[src/rtl/output_bram_drain_if.sv]
// BRAM read port plus output pixel stream of the output BRAM drain.
// master = drain side (issues reads, sources pixels); slave = BRAM/consumer side.
// Widths follow the drain's RESULT/PIXEL/ADDR widths and must match at instantiation.
interface output_bram_drain_if #(
  parameter int RESULT_WIDTH = 48,
  parameter int PIXEL_WIDTH  = 16,
  parameter int ADDR_WIDTH   = 14
);
  logic                    bram_en;
  logic [ADDR_WIDTH-1:0]   bram_addr;
  logic [RESULT_WIDTH-1:0] bram_dout;
  logic                    m_valid;
  logic                    m_ready;
  logic [PIXEL_WIDTH-1:0]  m_data;
  logic                    m_last;

  modport master (
    output bram_en, bram_addr, m_valid, m_data, m_last,
    input  bram_dout, m_ready
  );

  modport slave (
    input  bram_en, bram_addr, m_valid, m_data, m_last,
    output bram_dout, m_ready
  );
endinterface

[src/rtl/output_bram_drain.sv]
// Drains NUM_PIXELS partial sums from the PE output BRAM, requantises and streams them out.
// Latency: start -> first read 1 cycle -> first m_valid 3 cycles; 1 pixel/cycle sustained.
// Backpressure: reads issue only while buffered + in-flight pixels fit in the output FIFO.
module output_bram_drain #(
  parameter int RESULT_WIDTH = 48,
  parameter int PIXEL_WIDTH  = 16,
  parameter int ADDR_WIDTH   = 14,
  parameter int NUM_PIXELS   = 16384,
  parameter int SHIFT        = 8,
  parameter int RELU_EN      = 1,
  parameter int FIFO_DEPTH   = 4
) (
  input  logic                clk,
  input  logic                rst_n,
  input  logic                start,
  output logic                busy,
  output logic                done,
  output_bram_drain_if.master bus
);

  localparam int PTRW = $clog2(FIFO_DEPTH);
  localparam int CW   = PTRW + 1;
  localparam logic [ADDR_WIDTH-1:0] LAST_ADDR = ADDR_WIDTH'(NUM_PIXELS - 1);
  // Half an LSB of the shifted result, so the shift rounds to nearest instead of flooring.
  localparam logic signed [RESULT_WIDTH:0] RND =
    (SHIFT > 0) ? ((RESULT_WIDTH+1)'(1) << ((SHIFT > 0) ? SHIFT - 1 : 0)) : '0;
  localparam logic signed [RESULT_WIDTH:0] PMAX =
    {{(RESULT_WIDTH-PIXEL_WIDTH+2){1'b0}}, {(PIXEL_WIDTH-1){1'b1}}};
  localparam logic signed [RESULT_WIDTH:0] PMIN =
    {{(RESULT_WIDTH-PIXEL_WIDTH+2){1'b1}}, {(PIXEL_WIDTH-1){1'b0}}};

  typedef enum logic [1:0] {S_IDLE, S_RUN, S_FLUSH, S_DONE} state_t;

  state_t                  state_q, state_d;
  logic [ADDR_WIDTH-1:0]   addr_q, addr_d;
  logic                    inflight_q, inflight_last_q;
  logic [CW-1:0]           count_q;
  logic [PTRW-1:0]         rd_ptr_q, wr_ptr_q;
  logic [PIXEL_WIDTH-1:0]  data_mem_q [FIFO_DEPTH];
  logic                    last_mem_q [FIFO_DEPTH];

  logic                    credit_ok, issue, push, pop, at_last;
  logic signed [RESULT_WIDTH:0] sum_w, shr_w, relu_w;
  logic [PIXEL_WIDTH-1:0]  pix_w;

  // Credit: the FIFO must have room for every read already issued plus this one.
  assign credit_ok = (count_q + CW'(inflight_q)) < CW'(FIFO_DEPTH);
  assign at_last   = (addr_q == LAST_ADDR);
  assign push      = inflight_q;
  assign pop       = bus.m_valid && bus.m_ready;

  assign bus.bram_en   = issue;
  assign bus.bram_addr = addr_q;
  assign bus.m_valid   = (count_q != '0);
  assign bus.m_data    = data_mem_q[rd_ptr_q];
  assign bus.m_last    = last_mem_q[rd_ptr_q];

  // Next-state, read issue and status outputs of the drain sequencer.
  always_comb begin
    state_d = state_q;
    addr_d  = addr_q;
    issue   = 1'b0;
    busy    = 1'b0;
    done    = 1'b0;
    case (state_q)
      S_IDLE: begin
        if (start) begin
          state_d = S_RUN;
          addr_d  = '0;
        end
      end
      S_RUN: begin
        busy = 1'b1;
        if (credit_ok) begin
          issue = 1'b1;
          if (at_last) state_d = S_FLUSH;
          else         addr_d  = addr_q + ADDR_WIDTH'(1);
        end
      end
      S_FLUSH: begin
        busy = 1'b1;
        // Leave as the final pixel is handed off so done lands the very next cycle.
        if (!inflight_q && ((count_q == '0) || (count_q == CW'(1) && pop)))
          state_d = S_DONE;
      end
      S_DONE: begin
        done    = 1'b1;
        state_d = S_IDLE;
      end
      default: state_d = S_IDLE;
    endcase
  end

  // Requantise the BRAM word: round, arithmetic shift, optional ReLU, saturate.
  always_comb begin
    sum_w  = $signed({bus.bram_dout[RESULT_WIDTH-1], bus.bram_dout}) + RND;
    shr_w  = sum_w >>> SHIFT;
    relu_w = ((RELU_EN != 0) && shr_w[RESULT_WIDTH]) ? '0 : shr_w;
    if (relu_w > PMAX)      pix_w = {1'b0, {(PIXEL_WIDTH-1){1'b1}}};
    else if (relu_w < PMIN) pix_w = {1'b1, {(PIXEL_WIDTH-1){1'b0}}};
    else                    pix_w = relu_w[PIXEL_WIDTH-1:0];
  end

  // Sequencer state, read address and in-flight tracking.
  always_ff @(posedge clk or negedge rst_n) begin
    if (!rst_n) begin
      state_q         <= S_IDLE;
      addr_q          <= '0;
      inflight_q      <= 1'b0;
      inflight_last_q <= 1'b0;
    end else begin
      state_q         <= state_d;
      addr_q          <= addr_d;
      inflight_q      <= issue;
      inflight_last_q <= issue && at_last;
    end
  end

  // Output FIFO: capture returning reads, release on handshake.
  always_ff @(posedge clk or negedge rst_n) begin
    if (!rst_n) begin
      count_q  <= '0;
      rd_ptr_q <= '0;
      wr_ptr_q <= '0;
      for (int i = 0; i < FIFO_DEPTH; i++) begin
        data_mem_q[i] <= '0;
        last_mem_q[i] <= 1'b0;
      end
    end else begin
      if (push) begin
        data_mem_q[wr_ptr_q] <= pix_w;
        last_mem_q[wr_ptr_q] <= inflight_last_q;
        wr_ptr_q             <= wr_ptr_q + PTRW'(1);
      end
      if (pop) rd_ptr_q <= rd_ptr_q + PTRW'(1);
      if (push && !pop)      count_q <= count_q + CW'(1);
      else if (!push && pop) count_q <= count_q - CW'(1);
    end
  end

endmodule

[src/flat_wrapper.sv]
// flat-port wrapper written by rule: the top's interface ports become plain ports
module output_bram_drain_flat 
#(
  parameter int RESULT_WIDTH = 48,
  parameter int PIXEL_WIDTH  = 16,
  parameter int ADDR_WIDTH   = 14,
  parameter int NUM_PIXELS   = 16384,
  parameter int SHIFT        = 8,
  parameter int RELU_EN      = 1,
  parameter int FIFO_DEPTH   = 4
)
  (clk, rst_n, start, busy, done, bus_bram_en, bus_bram_addr, bus_m_valid, bus_m_data, bus_m_last, bus_bram_dout, bus_m_ready);
  output_bram_drain_if #(.RESULT_WIDTH(RESULT_WIDTH), .PIXEL_WIDTH(PIXEL_WIDTH), .ADDR_WIDTH(ADDR_WIDTH)) bus_i ();
  input  logic clk;
  input  logic rst_n;
  input  logic start;
  output logic busy;
  output logic done;
  output wire logic [$bits(bus_i.bram_en)-1:0] bus_bram_en;
  output wire logic [$bits(bus_i.bram_addr)-1:0] bus_bram_addr;
  output wire logic [$bits(bus_i.m_valid)-1:0] bus_m_valid;
  output wire logic [$bits(bus_i.m_data)-1:0] bus_m_data;
  output wire logic [$bits(bus_i.m_last)-1:0] bus_m_last;
  input wire logic [$bits(bus_i.bram_dout)-1:0] bus_bram_dout;
  input wire logic [$bits(bus_i.m_ready)-1:0] bus_m_ready;
  assign bus_bram_en = bus_i.bram_en;
  assign bus_bram_addr = bus_i.bram_addr;
  assign bus_m_valid = bus_i.m_valid;
  assign bus_m_data = bus_i.m_data;
  assign bus_m_last = bus_i.m_last;
  assign bus_i.bram_dout = bus_bram_dout;
  assign bus_i.m_ready = bus_m_ready;
  output_bram_drain #(.RESULT_WIDTH(RESULT_WIDTH), .PIXEL_WIDTH(PIXEL_WIDTH), .ADDR_WIDTH(ADDR_WIDTH), .NUM_PIXELS(NUM_PIXELS), .SHIFT(SHIFT), .RELU_EN(RELU_EN), .FIFO_DEPTH(FIFO_DEPTH)) u_core (.clk(clk), .rst_n(rst_n), .start(start), .busy(busy), .done(done), .bus(bus_i));
endmodule
[config.mk]
export PLATFORM = sky130hd
export DESIGN_NAME = output_bram_drain_flat
export DESIGN_NICKNAME = d
export VERILOG_FILES = /design/src/rtl/output_bram_drain_if.sv /design/src/rtl/output_bram_drain.sv /design/src/flat_wrapper.sv
export SDC_FILE = /design/constraint.sdc
export NUM_CORES = 1
export LEC_CHECK = 0
export CAP_MARGIN = 25
export CORE_ASPECT_RATIO = 0.7
export CORE_MARGIN = 3
export CORE_UTILIZATION = 50
export CTS_CLUSTER_SIZE = 20
export DETAILED_ROUTE_END_ITERATION = 8
export PLACE_DENSITY_LB_ADDON = 0.1
export SLEW_MARGIN = 5
export SYNTH_ARGS = -nofsm -noshare
export SYNTH_HDL_FRONTEND = slang
export SYNTH_SLANG_ARGS = --single-unit
export TNS_END_PERCENT = 30
[constraint.sdc]
create_clock -name clk -period 2.4 [get_ports clk]
set_input_delay 0.24 -clock clk [delete_from_list [all_inputs] [get_ports clk]]
set_output_delay 0.24 -clock clk [all_outputs]
set_load 0.005 [all_outputs]
After elaboration in Yosys (flattened, before gate mapping)

Index checks and enable logic that the tools add are counted.

$add $sub $neg: 7
Magnitude comparators: 6
Equality and inequality tests: 10
Multiplexer cells: 30
Bitwise gates (word level): 2
Reductions and logical operators: 18

Operators with widths:

| operator                                                         | count |
|---|---|
| two-way mux 16 bit                                               | 5 |
| bitwise mux 64 bit                                               | 1 |
| adder 48 x 9 -> 49 bit (second input constant)                   | 1 |
| greater-than comparator 49 x 16 -> 1 bit (second input constant) | 1 |
| less-than comparator 49 x 16 -> 1 bit (second input constant)    | 1 |
| two-way mux 14 bit                                               | 3 |
| two-way mux 40 bit                                               | 1 |
| binary-select mux 16 bit (select 2 bit)                          | 1 |
| demux 16 bit (select 2 bit)                                      | 1 |
| one-hot mux 14 bit (2 select lines)                              | 1 |
| adder 14 x 1 -> 14 bit (second input constant)                   | 1 |
| == test 14 bit (second input constant)                           | 1 |
| two-way mux 2 bit                                                | 4 |
| one-hot mux 2 bit (4 select lines)                               | 1 |
| AND reduction 4 bit                                              | 2 |
| logical AND 1 bit                                                | 7 |
| two-way mux 1 bit                                                | 7 |
| greater-or-equal comparator 3 bit (second input constant)        | 2 |
| two-way mux 3 bit                                                | 2 |
| != test 2 x 1 -> 1 bit (second input constant)                   | 3 |
| NOT 2 -> 3 bit                                                   | 2 |
| adder 2 x 1 -> 2 bit (second input constant)                     | 2 |
| bitwise mux 4 bit                                                | 1 |
| == test 2 bit (second input constant)                            | 2 |
| 17 further kinds                                                 | 20 |

Flip-flop bits (word level): 93
Input bits: 52
Output and inout port bits: 35
Logic and storage cells: 88

Logic depth before layout (Yosys ltp)

Gate-level depths: netlist of the first run.

Depth after elaboration: 7
Mapped depth: 9

Worst setup path after synthesis of the first run

No wires, ideal clock.

Path type: input -> register
From: input port bus_bram_dout[9]
To: register u_core.data_mem_q[10] in the netlist's numbering
Library setup time: 0.148 ns
Arrival: 2.210 ns
Path slack: 0.042 ns
Stages on the path: 9
Path buffers: 2
Cells stage by stage: clkbuf_1 > nand4_1 > nor4_4 > or4b_2 > a31oi_1 > nand3_1 > nor3_2 > clkbuf_1 > a41oi_1

Cells in the longest elaborated chain, start to end: 6

Ends and longest elaborated chain:

| item                                  | RTL line                 | source |
|---|---|---|
| start: declaration                    | flat_wrapper.sv:24       | `input wire logic [$bits(bus_i.bram_dout)-1:0] bus_bram_dout;` |
| adder 48 x 9 -> 49 bit *              | output_bram_drain.sv:96  | `sum_w = $signed({bus.bram_dout[RESULT_WIDTH-1], bus.bram_dout}) + RND;` |
| two-way mux 40 bit *                  | output_bram_drain.sv:98  | `relu_w = ((RELU_EN != 0) && shr_w[RESULT_WIDTH]) ? '0 : shr_w;` |
| less-than comparator 49 x 16 -> 1 bit | output_bram_drain.sv:100 | `else if (relu_w < PMIN) pix_w = {1'b1, {(PIXEL_WIDTH-1){1'b0}}};` |
| two-way mux 16 bit                    | output_bram_drain.sv:100 |  |
| two-way mux 16 bit *                  | output_bram_drain.sv:99  | `if (relu_w > PMAX) pix_w = {1'b0, {(PIXEL_WIDTH-1){1'b1}}};` |
| bitwise mux 64 bit *                  | output_bram_drain.sv:131 | `data_mem_q[wr_ptr_q] <= pix_w;` |
| end signal: indexed assignment        | output_bram_drain.sv:131 |  |
| end: declaration                      | output_bram_drain.sv:39  | `logic [PIXEL_WIDTH-1:0] data_mem_q [FIFO_DEPTH];` |

Every way passes the cells marked *; elsewhere a longest branch is shown, timed or not.
A chain may end at the register's enable or synchronous reset.

Worst setup path after layout of the first run

From: input port bus_bram_dout[39]
To: register u_core.data_mem_q[1] in the netlist's numbering

Same word-level chain as after synthesis.

==> flow_summary_export.csv, run 1 <==
group,metric,value,unit
critical_path,cp_max_fo,8,
global_routing,grt_pass1_vias,5591,
power_and_ir_drop,power.density,892.6,mW/mm2
timing,tightestPinTransition,0.7343,ns
synthesis,async_flop_share,100.0,%
critical_path,arrival,2.78,ns
critical_path,rr_endpoint,"u_core.bus.bram_addr[3]",
min_path,hold_path_class,"in2async",
cts,cts_tree,"built",
critical_path,path_class,"in2reg",
final_layout,nFillCells,685,
timing,fmaxAchievable,388.9,MHz
timing,tns,-6.418,ns
synthesis,synthDistinctLibCells,50,
global_routing,grt_max_degree,50,
drt,ant_nets,0,
critical_path,rrSetupSlack,0.19,ns
global_routing,grt_first_pass_wirelength,30220,um
floorplanning,io_pins,87,
cts,clk_pin_slew,0.06,ns
critical_path,rr_startpoint,"u_core.bus.bram_addr[0]",
floorplanning,die_h,94.96,um
power_and_ir_drop,p_leak,3.580,nW
critical_path,slowest_delay,0.50,ns
synthesis,yosysTopAreaCell,"dfrtp_1",
critical_path,path_cells,"clkdlybuf4s50_1 -> buf_4 -> nand4_1 -> nor4_1 -> nand3_2 -> xor2_2 -> nand3_2 -> nor3_4 -> buf_6 -> buf_12 -> buf_16 -> a41oi_1",
floorplanning,rows,31,
critical_path,endpoint,"u_core.data_mem_q[1]",
drt,drtIter0Drc,733,
synthesis,syn-num-nets,651,
job,maxCapViolations,0,
cts,clk_latency,0.35,ns
critical_path,crit_required,2.60,ns
timing,finalHoldViolCount,0,
final_layout,fin_nets,832,
synthesis,synth-main-ff-cell,"dfrtp_1",
final_layout,syn_to_final_growth,47.76,%
global_routing,antenna_found_initial,1,
timing,fin_ws,-0.1715,ns
status,violations,"negative setup slack",
timing,slew_viol_final,0,
synthesis,synthCells,584,
placement,globalplace.congestion,0.9632,
placement,dp_hpwl,12460,um
drt,vias,5825,
power_and_ir_drop,finalPower,7.456,mW
final_layout,drive_gt1_share,27.83,%
synthesis,ys_seq_elements,93,
cts,htreeDepth,3,
synthesis,synth_area,0.005653,mm2
timing,min_period,2.571,ns
synthesis,avgSynthCellArea,9.680,um2
critical_path,slowest_stage,"clkdlybuf4s50_1",
drt,drt-wirelength-per-cell,21.94,um
critical_path,r2r_cells,7,
drt,first_pass_iters,5,
cts,cts.sinks,93,
global_routing,grt_overflow,0,
timing,skew,0.008324,ns
floorplanning,die_area,0.01264,mm2
cts,clockBufferDepth,2,
synthesis,synth_edf_count,0,
power_and_ir_drop,ir_worst_vdd,0.6801,mV
drt,drt-total-wl,20140,um
floorplanning,die_x,133.1,um
floorplanning,initial_utilization,53.00,%
drt,vias_per_cell,6.345,
global_routing,grt_usage,30.95,%
status,outcome,"finished, violations left",
synthesis,yosys_warnings,0,
critical_path,critPathLaunch,"bus_bram_dout[39]",
placement,portBuffers,79,
synthesis,synth_area_leaders,"dfrtp_1 41%, mux4_2 6.8%, o21ai_0 6.4%, a31oi_1 5.4%, and2_1 5.4%",
drt,drc_errors,0,
cts,cts_buffers,9,
critical_path,cp-start-kind,"input pin",
timing,period_share,107.1,%
synthesis,yosysSeqAreaShare,41.17,%
timing,setup_viol,60,
critical_path,crit_path_end_kind,"flip-flop",
synthesis,netlist.area_leader.share,41.17,%
cts,root_buffer,"clkbuf_16",
floorplanning,coreArea,0.01067,mm2
critical_path,cp_common_cell,"nand3_2",
timing,max-slew-margin-rel,50.69,%
-- report_power, final --
group          total (mW)  switching (mW)  internal, mW
logic                3.42            1.56          1.86
registers            2.64           0.436          2.21
clock network        1.39           0.595         0.796
-- routing by layer --
metal  GRT usage, %  share of wire [%]
met3          7.934                9.9
met1          44.87                 43
met5              0                  0
met4          9.948                2.3
met2          45.61                 44
-- cell usage after synthesis (all sizes together), types with 3 or more instances --
cell	instances
a21oi	9
nor2	23
nand4	22
xnor2	15
ha	15
nor3	8
nor2b	6
a211oi	3
dfrtp	93
buf	8
xor2	21
inv	16
a31oi	49
o21ai	72
and4	9
clkbuf	31
and3	5
and2	49
nand3	25
mux2	6
mux4	17
or3	5
a41oi	16
nor4	8
nand2	28
-- cells by family (layout without fill, tap and decap cells) --
family / count (synthesis) / count (layout) / synth area share, %
DFF: 93 / 93 / 41.17
AOI/OAI and AO/OA: 162 / 162 / 17.40
other: 0 / 1 / 0
muxes: 24 / 24 / 8.145
buffers and inverters: 55 / 240 / 3.785
and+or+nand+nor: 199 / 199 / 20.61
adders and majority gates: 15 / 15 / 3.320
xor gates and xnor gates: 36 / 36 / 5.578
-- stage by stage --
step                util, %  cell area [um2]  hold WS [ns]  cells  setup slack [ns]
floorplan                 -             5653      -0.05559    584           0.04216
global placement      67.98             7251        0.2932    867           -0.4417
detailed placement    67.98             7251        0.2989    867           -0.5650
CTS                   74.40             7936        0.4715    905          0.008936
global route          78.31             8353        0.5016    918           -0.1754
finish                78.31             8353        0.4405    918           -0.1715
-- sequential cells by signal, indices dropped and copies added (netlist names) --
signal	flops
u_core.wr_ptr_q	2
u_core.data_mem_q	64
u_core.rd_ptr_q	2
u_core.inflight_last_q	1
u_core.count_q	3
u_core.state_q	2
u_core.last_mem_q	4
u_core.bus.bram_addr	14
u_core.inflight_q	1
-- critical path: cells and delay by family --
kind / cells / cell delay [ns]
and+or+nand+nor: 5 / 1.13
buffers and inverters: 5 / 1.02
xor gates and xnor gates: 1 / 0.28
AOI/OAI and AO/OA: 1 / 0.10
-- placed cells by master, fill, tap and decap left out, drive strengths merged, types with 18 or more instances in the layout --
master,count
a31oi,49
and2,49
buf,126
clkbuf,18
clkdlybuf4s50,48
dfrtp,93
nand2,28
nand3,25
nand4,22
nor2,23
o21ai,72
xor2,21
-- worst min-delay path by stage --
| stage | from | end | slack [ns] |
|---|---|---|---|
| after floorplan | rst_n | u_core.bus.bram_addr[0] | -0.06 |
| after global placement | rst_n | u_core.data_mem_q[32] | 0.29 |
| after detailed placement | rst_n | u_core.data_mem_q[32] | 0.30 |
| after CTS | rst_n | u_core.data_mem_q[32] | 0.47 |
| final | rst_n | u_core.data_mem_q[32] | 0.44 |
| after global routing | rst_n | u_core.data_mem_q[32] | 0.50 |
-- layout make-up --
cell class | count | area, um2 | share of cell area (%)
repair buffers | 209 | 2093 | 25.06
multi-input cells | 436 | 3403 | 40.74
clock inverters | 5 | 52.55 | 0.6291
clock buffers | 10 | 229.0 | 2.741
inverters | 16 | 60.06 | 0.7190
flip-flops and latches | 93 | 2327 | 27.86
well taps | 148 | 185.2 | 2.217
diodes | 1 | 2.502 | 0.02996
-- what timing repair did --
action	in CTS	in global routing
setup buffers	16	10
setup endpoints to repair	60	62
hold endpoints to repair	46	0
hold buffers	1	0
pin swaps	18	26
resized for setup	43	71
gates cloned	6	4
(Power assumes the default switching activity.)
==> run 2: changes to the inputs <==
- CORE_UTILIZATION: 50 -> 49
- SLEW_MARGIN: 5 -> not set
- TNS_END_PERCENT: 30 -> not set
- clock period: 2.4 -> 2.2 ns (I/O delays scaled with it)
==> run 2 against run 1 <==
Net effect:
- the flow still finishes with violations (negative setup slack)
- cell count rose by 2.2%
- first-iteration DRC count fell by 11%
- global-route usage fell by 0.22 points
- non-clock buffer count rose by 16
- flip-flop and latch count did not move
- total power rose by 12%
- critical path depth rose by 1
- critical endpoint is now u_core.data_mem_q[20]
- largest cell class unchanged
- largest power group unchanged
- highest routed layer is now met5
==> flow_summary_export.csv, run 2 (same netlist as run 1, synthesis figures left out) <==
group,metric,value,unit
timing,fin_ws,-0.004401,ns
final_layout,syn_to_final_growth,50.80,%
critical_path,rr_endpoint,"u_core.bus.bram_addr[11]",
power_and_ir_drop,finalPower,8.357,mW
critical_path,critPathLaunch,"bus_bram_dout[7]",
min_path,hold_path_class,"in2async",
cts,clk_pin_slew,0.07,ns
job,maxCapViolations,0,
global_routing,grt_overflow,0,
timing,min_period,2.204,ns
cts,cts_buffers,9,
timing,slew_viol_final,0,
cts,clockBufferDepth,2,
critical_path,arrival,2.42,ns
cts,htreeDepth,3,
cts,cts_tree,"built",
final_layout,layout_commonest_cell,"buf_4",
timing,finalHoldViolCount,0,
placement,portBuffers,79,
critical_path,cp-start-kind,"input pin",
critical_path,r2r_cells,10,
timing,setup_viol,2,
status,violations,"negative setup slack",
critical_path,rrSetupSlack,0.16,ns
power_and_ir_drop,p_leak,3.656,nW
status,outcome,"finished, violations left",
global_routing,grt_max_degree,50,
floorplanning,coreArea,0.01113,mm2
drt,drc_errors,0,
power_and_ir_drop,power.density,980.3,mW/mm2
final_layout,diodes,0,
timing,skew,0.009989,ns
final_layout,drive_gt1_share,30.83,%
final_layout,area.sequential,0.002328,mm2
global_routing,antenna_found_initial,1,
cts,clk_latency,0.34,ns
cts,cts.sinks,93,
placement,place_area,0.007317,mm2
floorplanning,io_pins,87,
final_layout,regMostFlops,"u_core.data_mem_q",
critical_path,rr_startpoint,"u_core.bus.bram_addr[0]",
global_routing,grt_first_pass_wirelength,30590,um
floorplanning,die_x,134.4,um
final_layout,final_cell_mix,"114 x buf_4, 92 x dfrtp_1, 70 x o21ai_0, 48 x and2_1, 39 x a31oi_1",
final_layout,multiInputGateArea,0.003431,mm2
floorplanning,initial_utilization,50.79,%
drt,drt-total-wl,20170,um
floorplanning,rows,32,
critical_path,crit_path_end_kind,"flip-flop",
final_layout,largest_reg_flops,64,
power_and_ir_drop,ir_worst_vdd,0.7023,mV
timing,tightestPinTransition,0.5535,ns
floorplanning,die_h,95.87,um
global_routing,grt_pass1_vias,5733,
timing,period_share,100.2,%
drt,vias_per_cell,6.262,
drt,drt-wirelength-per-cell,21.50,um
drt,ant_nets,0,
floorplanning,die_area,0.01288,mm2
critical_path,cp_max_fo,8,
timing,holdWs,0.3040,ns
global_routing,grt_usage,30.73,%
final_layout,nFillCells,767,
timing,max-slew-margin-rel,62.84,%
placement,globalplace.congestion,0.9621,
drt,vias,5874,
drt,first_pass_iters,5,
critical_path,endpoint,"u_core.data_mem_q[20]",
drt,drtIter0Drc,655,
timing,fmaxAchievable,453.6,MHz
final_layout,final_area,0.008524,mm2
critical_path,path_class,"in2reg",
timing,rsz0062_at_grt,"yes",
cts,root_buffer,"clkbuf_16",
placement,dp_hpwl,12240,um
final_layout,fin_nets,848,
critical_path,crit_required,2.41,ns
==> run 2: cell types whose count changed in the layout (fill, tap and decap cells not counted), moves of 11 or more <==
cell             change
dlygate4sd2_1       +14
buf_4               +12
clkdlybuf4s50_1     -15
buf_6               +11
==> run 2: layout make-up <==
cell class,count,share of cell area (%)
flip-flops and latches,93,27.32
inverters,16,0.7045
clock inverters,6,0.8073
well taps,153,2.246
repair buffers,225,26.04
clock buffers,9,2.642
multi-input cells,436,40.25
==> run 2: where the power goes <==
part / switching (mW) / internal [mW]
clock: 0.689 / 0.886
sequential: 0.483 / 2.41
combinational: 1.79 / 2.10
total: 2.96 / 5.40
==> run 2: worst max-delay path, cell delays in order <==
cell     delay (ns)
buf_8          0.10
buf_6          0.12
nand4_1        0.17
nor4_4         0.09
or4b_2         0.61
a31oi_1        0.17
nand3_1        0.15
nor3_4         0.19
buf_6          0.16
buf_6          0.12
buf_12         0.10
buf_16         0.11
a31oi_2        0.09
==> run 2: timing repair <==
action | 4_1_cts | 5_1_grt
resized for setup | 123 | 60
gates cloned | 9 | 1
hold buffers | 1 | 0
pin swaps | 34 | 31
buffers inserted | 29 | 7
hold endpoints to repair | 14 | 0
endpoints found under the setup margin | 77 | 70
==> run 2: stage by stage <==
| step | utilization [%] | std cells | setup WS, ns | setup TNS (ns) |
|---|---|---|---|---|
| finish | 76.59 | 938 | -0.004401 | -0.005710 |
| detailed placement | 65.74 | 878 | -0.7074 | -40.31 |
| global placement | 65.74 | 878 | -0.6643 | -38.17 |
| floorplan | - | 584 | -0.005309 | -0.01157 |
| global route | 76.59 | 938 | -0.09719 | -3.149 |
| CTS | 74.55 | 932 | -0.06292 | -0.3903 |
==> run 2: worst min path at each step <==
stage	start	cells after the start	slack, ns	endpoint
3_3_place_gp	rst_n	1	0.09	u_core.data_mem_q[63]
2_1_floorplan	rst_n	0	-0.08	u_core.bus.bram_addr[0]
3_5_place_dp	rst_n	1	0.09	u_core.data_mem_q[63]
6_report	rst_n	2	0.30	u_core.data_mem_q[63]
4_1_cts	rst_n	2	0.27	u_core.data_mem_q[63]
5_1_grt	rst_n	2	0.32	u_core.data_mem_q[63]
==> run 2: routing by layer <==
metal,vias up,part of all wire [%],global-route usage [%]
li1,2589,-,-
met1,2903,42,41.64
met2,334,47,48.66
met3,46,9.1,8.516
met4,2,2.3,9.407
met5,-,0.035,0
==> run 3: changes to the inputs <==
- CTS_CLUSTER_DIAMETER: not set -> 30
==> results of run 3 <==
Final layout, timing and power as in run 2 (identical DEF).
